<file path="src/rtl/fsm_div_pkg.sv">
// Shared definitions for the two-division sequencer: state encoding and parameter defaults.
// Latency: n/a (declarations only).
// Backpressure: n/a.
package fsm_div_pkg;

   // Parameter defaults
   localparam int W_DEFAULT       = 4;
   localparam int TMO_CYC_DEFAULT = 64;

   // State encoding
   localparam logic [3:0] IN_A      = 4'd0;
   localparam logic [3:0] IN_B      = 4'd1;
   localparam logic [3:0] IN_C      = 4'd2;
   localparam logic [3:0] IN_D      = 4'd3;
   localparam logic [3:0] DIV1_REQ  = 4'd4;
   localparam logic [3:0] DIV1_WAIT = 4'd5;
   localparam logic [3:0] DIV2_REQ  = 4'd6;
   localparam logic [3:0] DIV2_WAIT = 4'd7;
   localparam logic [3:0] SHOW      = 4'd8;

endpackage

</file>
<file path="src/rtl/fsm_div_wdog.sv">
// Divider watchdog: counts cycles since div_start and flags expiry at TMO_CYC (FSM_DIV_TIMEOUT_EN only).
// Latency: expired is combinational from the count, valid in the last WAIT cycle before the limit.
// Backpressure: none; clr restarts the count, en advances it.
`ifdef FSM_DIV_TIMEOUT_EN
module fsm_div_wdog #(
   parameter int TMO_CYC = fsm_div_pkg::TMO_CYC_DEFAULT
) (
   input  logic clk,
   input  logic rst_n,
   input  logic clr,
   input  logic en,
   output logic expired
);

   localparam int CW = $clog2(TMO_CYC + 1);

   logic [CW-1:0] cnt;

   // The request cycle itself counts as the first elapsed cycle, so clr loads 1;
   // expiry in the cycle holding TMO_CYC-1 lands SHOW exactly TMO_CYC cycles after div_start.
   assign expired = en && (cnt >= CW'(TMO_CYC - 1));

   // Elapsed-cycle counter, restarted on every division request
   always_ff @(posedge clk or negedge rst_n) begin
      if (!rst_n) begin
         cnt <= '0;
      end else if (clr) begin
         cnt <= CW'(1);
      end else if (en && !expired) begin
         cnt <= cnt + CW'(1);
      end
   end

endmodule
`endif

</file>
<file path="src/rtl/fsm_div_seq.sv">
// Operand-entry sequencer: res = a/b + c/d (mod 2^W) using one shared divider twice.
// Latency: 4 presses + 2 cycles per division + divider latency; watchdog via FSM_DIV_TIMEOUT_EN.
// Backpressure: presses ignored while dividing; waits on div_done (or watchdog) in WAIT states.
module fsm_div_seq
   import fsm_div_pkg::*;
#(
   parameter int W       = W_DEFAULT,
   parameter int TMO_CYC = TMO_CYC_DEFAULT
) (
   input  logic         clk,
   input  logic         btn_reset_in,
   input  logic         btn_c_pulse,
   input  logic [W-1:0] sw,
   output logic         div_start,
   output logic [W-1:0] div_dividend,
   output logic [W-1:0] div_divisor,
   input  logic         div_done,
   input  logic [W-1:0] div_quot,
   input  logic         div_err,
   output logic [W-1:0] op_disp,
   output logic [W-1:0] res,
   output logic         err,
   output logic         valid_out_LED
);

   logic [3:0]   state;
   logic [W-1:0] op_a, op_b, op_c, op_d;
   logic [W-1:0] q1;
   logic         tmo;

`ifdef FSM_DIV_TIMEOUT_EN
   fsm_div_wdog #(
      .TMO_CYC (TMO_CYC)
   ) u_wdog (
      .clk     (clk),
      .rst_n   (btn_reset_in),
      .clr     ((state == DIV1_REQ) || (state == DIV2_REQ)),
      .en      ((state == DIV1_WAIT) || (state == DIV2_WAIT)),
      .expired (tmo)
   );
`else
   assign tmo = 1'b0;
`endif

   // Divider request: start is a one-cycle strobe from the REQ state; operands stay on the bus through WAIT
   always_comb begin
      div_start    = 1'b0;
      div_dividend = '0;
      div_divisor  = '0;
      case (state)
         DIV1_REQ, DIV1_WAIT: begin
            div_start    = (state == DIV1_REQ);
            div_dividend = op_a;
            div_divisor  = op_b;
         end
         DIV2_REQ, DIV2_WAIT: begin
            div_start    = (state == DIV2_REQ);
            div_dividend = op_c;
            div_divisor  = op_d;
         end
         default: ;
      endcase
   end

   // Sequencer: operand entry, two divisions, result display; reset aborts anything in flight
   always_ff @(posedge clk or negedge btn_reset_in) begin
      if (!btn_reset_in) begin
         state         <= IN_A;
         op_a          <= '0;
         op_b          <= '0;
         op_c          <= '0;
         op_d          <= '0;
         q1            <= '0;
         op_disp       <= '0;
         res           <= '0;
         err           <= 1'b0;
         valid_out_LED <= 1'b0;
      end else begin
         case (state)
            IN_A: if (btn_c_pulse) begin
               op_a    <= sw;
               op_disp <= sw;
               state   <= IN_B;
            end
            IN_B: if (btn_c_pulse) begin
               op_b    <= sw;
               op_disp <= sw;
               state   <= IN_C;
            end
            IN_C: if (btn_c_pulse) begin
               op_c    <= sw;
               op_disp <= sw;
               state   <= IN_D;
            end
            IN_D: if (btn_c_pulse) begin
               op_d    <= sw;
               op_disp <= sw;
               state   <= DIV1_REQ;
            end
            DIV1_REQ: state <= DIV1_WAIT;
            DIV1_WAIT: begin
               if (div_done) begin
                  if (div_err) begin
                     // Divide-by-zero: second division is skipped
                     res           <= '0;
                     err           <= 1'b1;
                     valid_out_LED <= 1'b1;
                     state         <= SHOW;
                  end else begin
                     q1    <= div_quot;
                     state <= DIV2_REQ;
                  end
               end else if (tmo) begin
                  res           <= '0;
                  err           <= 1'b1;
                  valid_out_LED <= 1'b1;
                  state         <= SHOW;
               end
            end
            DIV2_REQ: state <= DIV2_WAIT;
            DIV2_WAIT: begin
               if (div_done) begin
                  res           <= div_err ? '0 : W'(q1 + div_quot);
                  err           <= div_err;
                  valid_out_LED <= 1'b1;
                  state         <= SHOW;
               end else if (tmo) begin
                  res           <= '0;
                  err           <= 1'b1;
                  valid_out_LED <= 1'b1;
                  state         <= SHOW;
               end
            end
            SHOW: if (btn_c_pulse) begin
               // Acknowledge press only clears the display; it is not an operand
               res           <= '0;
               err           <= 1'b0;
               valid_out_LED <= 1'b0;
               op_disp       <= '0;
               state         <= IN_A;
            end
            default: state <= IN_A;
         endcase
      end
   end

endmodule
</file>
<file path="config.mk">
export PLATFORM = sky130hd
export DESIGN_NAME = fsm_div_seq
export DESIGN_NICKNAME = d
export VERILOG_FILES = /design/src/rtl/fsm_div_pkg.sv /design/src/rtl/fsm_div_wdog.sv /design/src/rtl/fsm_div_seq.sv
export SDC_FILE = /design/constraint.sdc
export NUM_CORES = 1
export LEC_CHECK = 0
export BUFFER_PORTS_ARGS = -buffer_cell sky130_fd_sc_hd__buf_2
export CELL_PAD_IN_SITES_DETAIL_PLACEMENT = 1
export CELL_PAD_IN_SITES_GLOBAL_PLACEMENT = 2
export CORE_ASPECT_RATIO = 0.6
export CORE_MARGIN = 5
export CORE_UTILIZATION = 35
export CTS_BUF_LIST = sky130_fd_sc_hd__clkbuf_2
export CTS_CLUSTER_DIAMETER = 200
export DETAILED_ROUTE_END_ITERATION = 10
export PLACE_DENSITY = 0.82
export SLEW_MARGIN = 20
export SYNTH_ARGS = -nofsm -noshare
export SYNTH_HDL_FRONTEND = slang
export SYNTH_HIERARCHICAL = 1
export SYNTH_SLANG_ARGS = --single-unit
</file>
<file path="constraint.sdc">
create_clock -name clk -period 4.77 [get_ports clk]
set_clock_uncertainty 0.15 [all_clocks]
set_input_delay 0.477 -clock clk [delete_from_list [all_inputs] [get_ports clk]]
set_output_delay 0.477 -clock clk [all_outputs]
set_load 0.05 [all_outputs]
</file>
==> flow_summary.json <==
{
  "worst-path-stages": 4,
  "hold_wc_path_type": "primary input to asynchronous set/reset pin",
  "post_cts_sizing_count": 0,
  "grt_pass1_wl_mm": 6.93,
  "largest_net_degree_at_the_start_of_global_routing": 35,
  "multiInputGateArea_sq_um": 806,
  "cts_post_setup_buffers_inserted": 0,
  "edff_count_synth": 0,
  "cts_buffer_depth": 2,
  "first_global_vias": 1325,
  "grt.total_usage_pct": 14.0,
  "core_area_sq_um": 4640,
  "hpwlAfterDp_mm": 3.05,
  "syn_to_final_growth_pct": 13.4,
  "initial_utilization_pct": 36.5,
  "die-width_microns": 99.8,
  "numClockSinks": 34,
  "r2r_start": "state[1]",
  "place_ws_ps": 2300,
  "cts_tree": "built",
  "synthesis.yosys.warnings": 6,
  "grt_setup_unrepaired": "no",
  "worst_r2r_endpoint": "valid_out_LED",
  "final_antenna_net_count": 0,
  "layout.filler_cells": 533,
  "final_layout_size_suffix_gt1_share_pct": 38.8,
  "cp.buffers_inverters": 0,
  "synthesis.nets": 157,
  "timing.final.hold_violations": 0,
  "fmax_mhz": 401,
  "vias": 1201,
  "cp-endpoint": "valid_out_LED",
  "switching_share_pct": 44.8,
  "power.density_nw_per_um2": 639,
  "slew_headroom_pct": 32.5,
  "worstRegToRegCells": 4,
  "synth.area.top_cells": "sky130_fd_sc_hd__dfrtp_1 50%, sky130_fd_sc_hd__mux2_2 16%, sky130_fd_sc_hd__mux2i_1 4.7%, sky130_fd_sc_hd__nor2_1 3.3%, sky130_fd_sc_hd__ha_1 2.2%",
  "cellLeakagePower_nw": 0.897,
  "run_status": "complete, no violations",
  "yosys.area.top_type": "sky130_fd_sc_hd__dfrtp_1",
  "std_cell_rows": 19,
  "synth_cell_count_leaders": "34 x sky130_fd_sc_hd__dfrtp_1, 24 x sky130_fd_sc_hd__mux2_2, 15 x sky130_fd_sc_hd__nor2_1",
  "yosysTopAreaCellShare_pct": 50.3,
  "maxCapViolCount": 0,
  "cts-htree-levels": 2,
  "vdd.ir_drop.worst_mv": 0.244,
  "initialDrtViolationCount": 34,
  "critical-path-slowest-cell": "sky130_fd_sc_hd__or4b_4",
  "crit_fanout": 17,
  "synth-main-ff-cell": "sky130_fd_sc_hd__dfrtp_1",
  "cp-startpoint": "state[1]",
  "post_drt_via_cell_ratio": 5.15,
  "timing.final.crit_period_ps": 2490,
  "tightestPinTransition_ps": 998,
  "gate_count_post_synth": 140,
  "internal_power_mw": 0.678,
  "postLayoutCellArea_sq_um": 1920,
  "drt_drc_violations_left": 0,
  "switchingPower_mw": 0.550,
  "grt_antenna_before_repair": 0,
  "post_synthesis_register_bit_count": 34,
  "share_clk_of_total_power_pct": 9.8,
  "cts-buffers-inserted": 5,
  "slowest_delay_ps": 690,
  "share_comb_of_total_power_pct": 47.8,
  "postSynthAreaPerCell_sq_um": 12.1,
  "worst_path_dominant_cell_family": "simple AND/OR/NAND/NOR gates",
  "chipHeight_microns": 63.9,
  "gr-total-overflow": 0,
  "netlist_area_sq_um": 1690,
  "critPathLaunchType": "register",
  "proportion_of_power_drawn_by_flip_flops_and_latches_pct": 42.4,
  "setup.reg_to_reg.worst_slack_ps": 2280,
  "synthArstFlopShare_pct": 100,
  "timing.final.crit_share_pct": 52.3,
  "critPathKind": "register to register",
  "yosysUniqueCellTypes": 31,
  "ys_seq_area_share_pct": 50.3,
  "setup_tns_ps": 0,
  "postLayoutSetupSlackWorst_ps": 2280,
  "numPortBuffers": 31,
  "design.portCount": 32,
  "die-area_sq_um": 6370,
  "diodes": 0,
  "drt-total-wl_mm": 4.09,
  "setup_viol_count_final": 0,
  "dpl_cell_area_sq_um": 1890,
  "critical_path_required_ps": 4890,
  "worstPathArrival_ps": 2610,
  "clk_transition_reported_paths_ps": 160,
  "clock_tree.root_cell": "sky130_fd_sc_hd__clkbuf_2",
  "cp_cell_sequence": "or4b_4, o21a_4, nor3_2, mux2_2",
  "critical_path.endpoint_type": "register",
  "drt_pre_antenna_iters": 4,
  "gp_congestion": 0.724,
  "area.sequential_sq_um": 851,
  "top_count_cell_post_synth": "sky130_fd_sc_hd__dfrtp_1",
  "worst_skew_pair.late_latency_ps": 360,
  "layout.nets": 188,
  "cts_hold_buf": 0,
  "wl_per_cell_microns": 17.6,
  "finalMaxSlewViolations": 0
}
## metal layers
layer | global-route usage (%) | vias to the layer above | wire [microns]
li1 | - | 561 | -
met3 | 4.13 | 7 | 157
met2 | 19.9 | 23 | 1820
met1 | 20.1 | 610 | 2050
met5 | 0 | - | 0
met4 | 4.94 | 0 | 64
## power groups by stage
stage	logic [mW]	registers [mW]	clock network (mW)
2_1_floorplan	0.427	0.553	0
3_3_place_gp	0.576	0.518	0
3_5_place_dp	0.593	0.528	0
4_1_cts	0.597	0.521	0.128
5_1_grt	0.637	0.537	0.143
6_report	0.587	0.520	0.120
## logic make-up after synthesis
group	after synthesis	share of synthesized area (%)
AND/OR/NAND/NOR	39	12.6
flip-flops	34	50.3
multiplexers	32	20.7
AO/OA/AOI/OAI	21	9.31
buffers and inverters	7	2.14
adder cells (fa/ha/maj)	4	3.40
XOR/XNOR	3	1.55
## placed cells by master (no fill, tap or decap), types with 4 or more instances in the layout
master | synthesis | layout
sky130_fd_sc_hd__o21ai_0 | 5 | 5
sky130_fd_sc_hd__clkbuf_2 | 0 | 5
sky130_fd_sc_hd__buf_2 | 2 | 31
sky130_fd_sc_hd__nor2_1 | 15 | 15
sky130_fd_sc_hd__mux2_2 | 24 | 24
sky130_fd_sc_hd__a22o_1 | 4 | 4
sky130_fd_sc_hd__o31ai_1 | 4 | 4
sky130_fd_sc_hd__dfrtp_1 | 34 | 34
sky130_fd_sc_hd__mux2i_1 | 8 | 8
sky130_fd_sc_hd__nand2_1 | 8 | 8
## registers in the layout, indices dropped and copies added, names as in the netlist
register / cells
err: 1
op_a: 4
op_b: 4
op_c: 4
op_d: 4
op_disp: 4
q1: 4
res: 4
state: 4
valid_out_LED: 1
## worst min-delay path by stage
stage                 startpoint    endpoint  slack (ps)  cells past startpoint
floorplan           btn_reset_in         err          30                      0
global placement      op_disp[2]  op_disp[2]         330                      1
detailed placement    op_disp[2]  op_disp[2]         340                      1
CTS                 btn_reset_in       q1[2]          30                      1
global route        btn_reset_in       q1[1]          50                      1
finish              btn_reset_in       q1[1]          20                      1
## cell type report
class	count	area share, %
tap	63	4.11
timing repair buffer	31	8.08
multi-input combinational	99	42.0
clock buffer	5	1.30
sequential	34	44.3
clock inverter	1	0.196
## stage by stage
| stage | power, mW | utilization (%) | hold slack, ps | cells |
|---|---|---|---|---|
| floorplan | 0.979 | - | 31.4 | 140 |
| global placement | 1.09 | 40.8 | 332 | 227 |
| detailed placement | 1.12 | 40.8 | 342 | 227 |
| CTS | 1.25 | 41.4 | 28.8 | 233 |
| global route | 1.32 | 41.4 | 48.2 | 233 |
| finish | 1.23 | 41.4 | 21.1 | 233 |
Power figures use the tool's default switching activity.
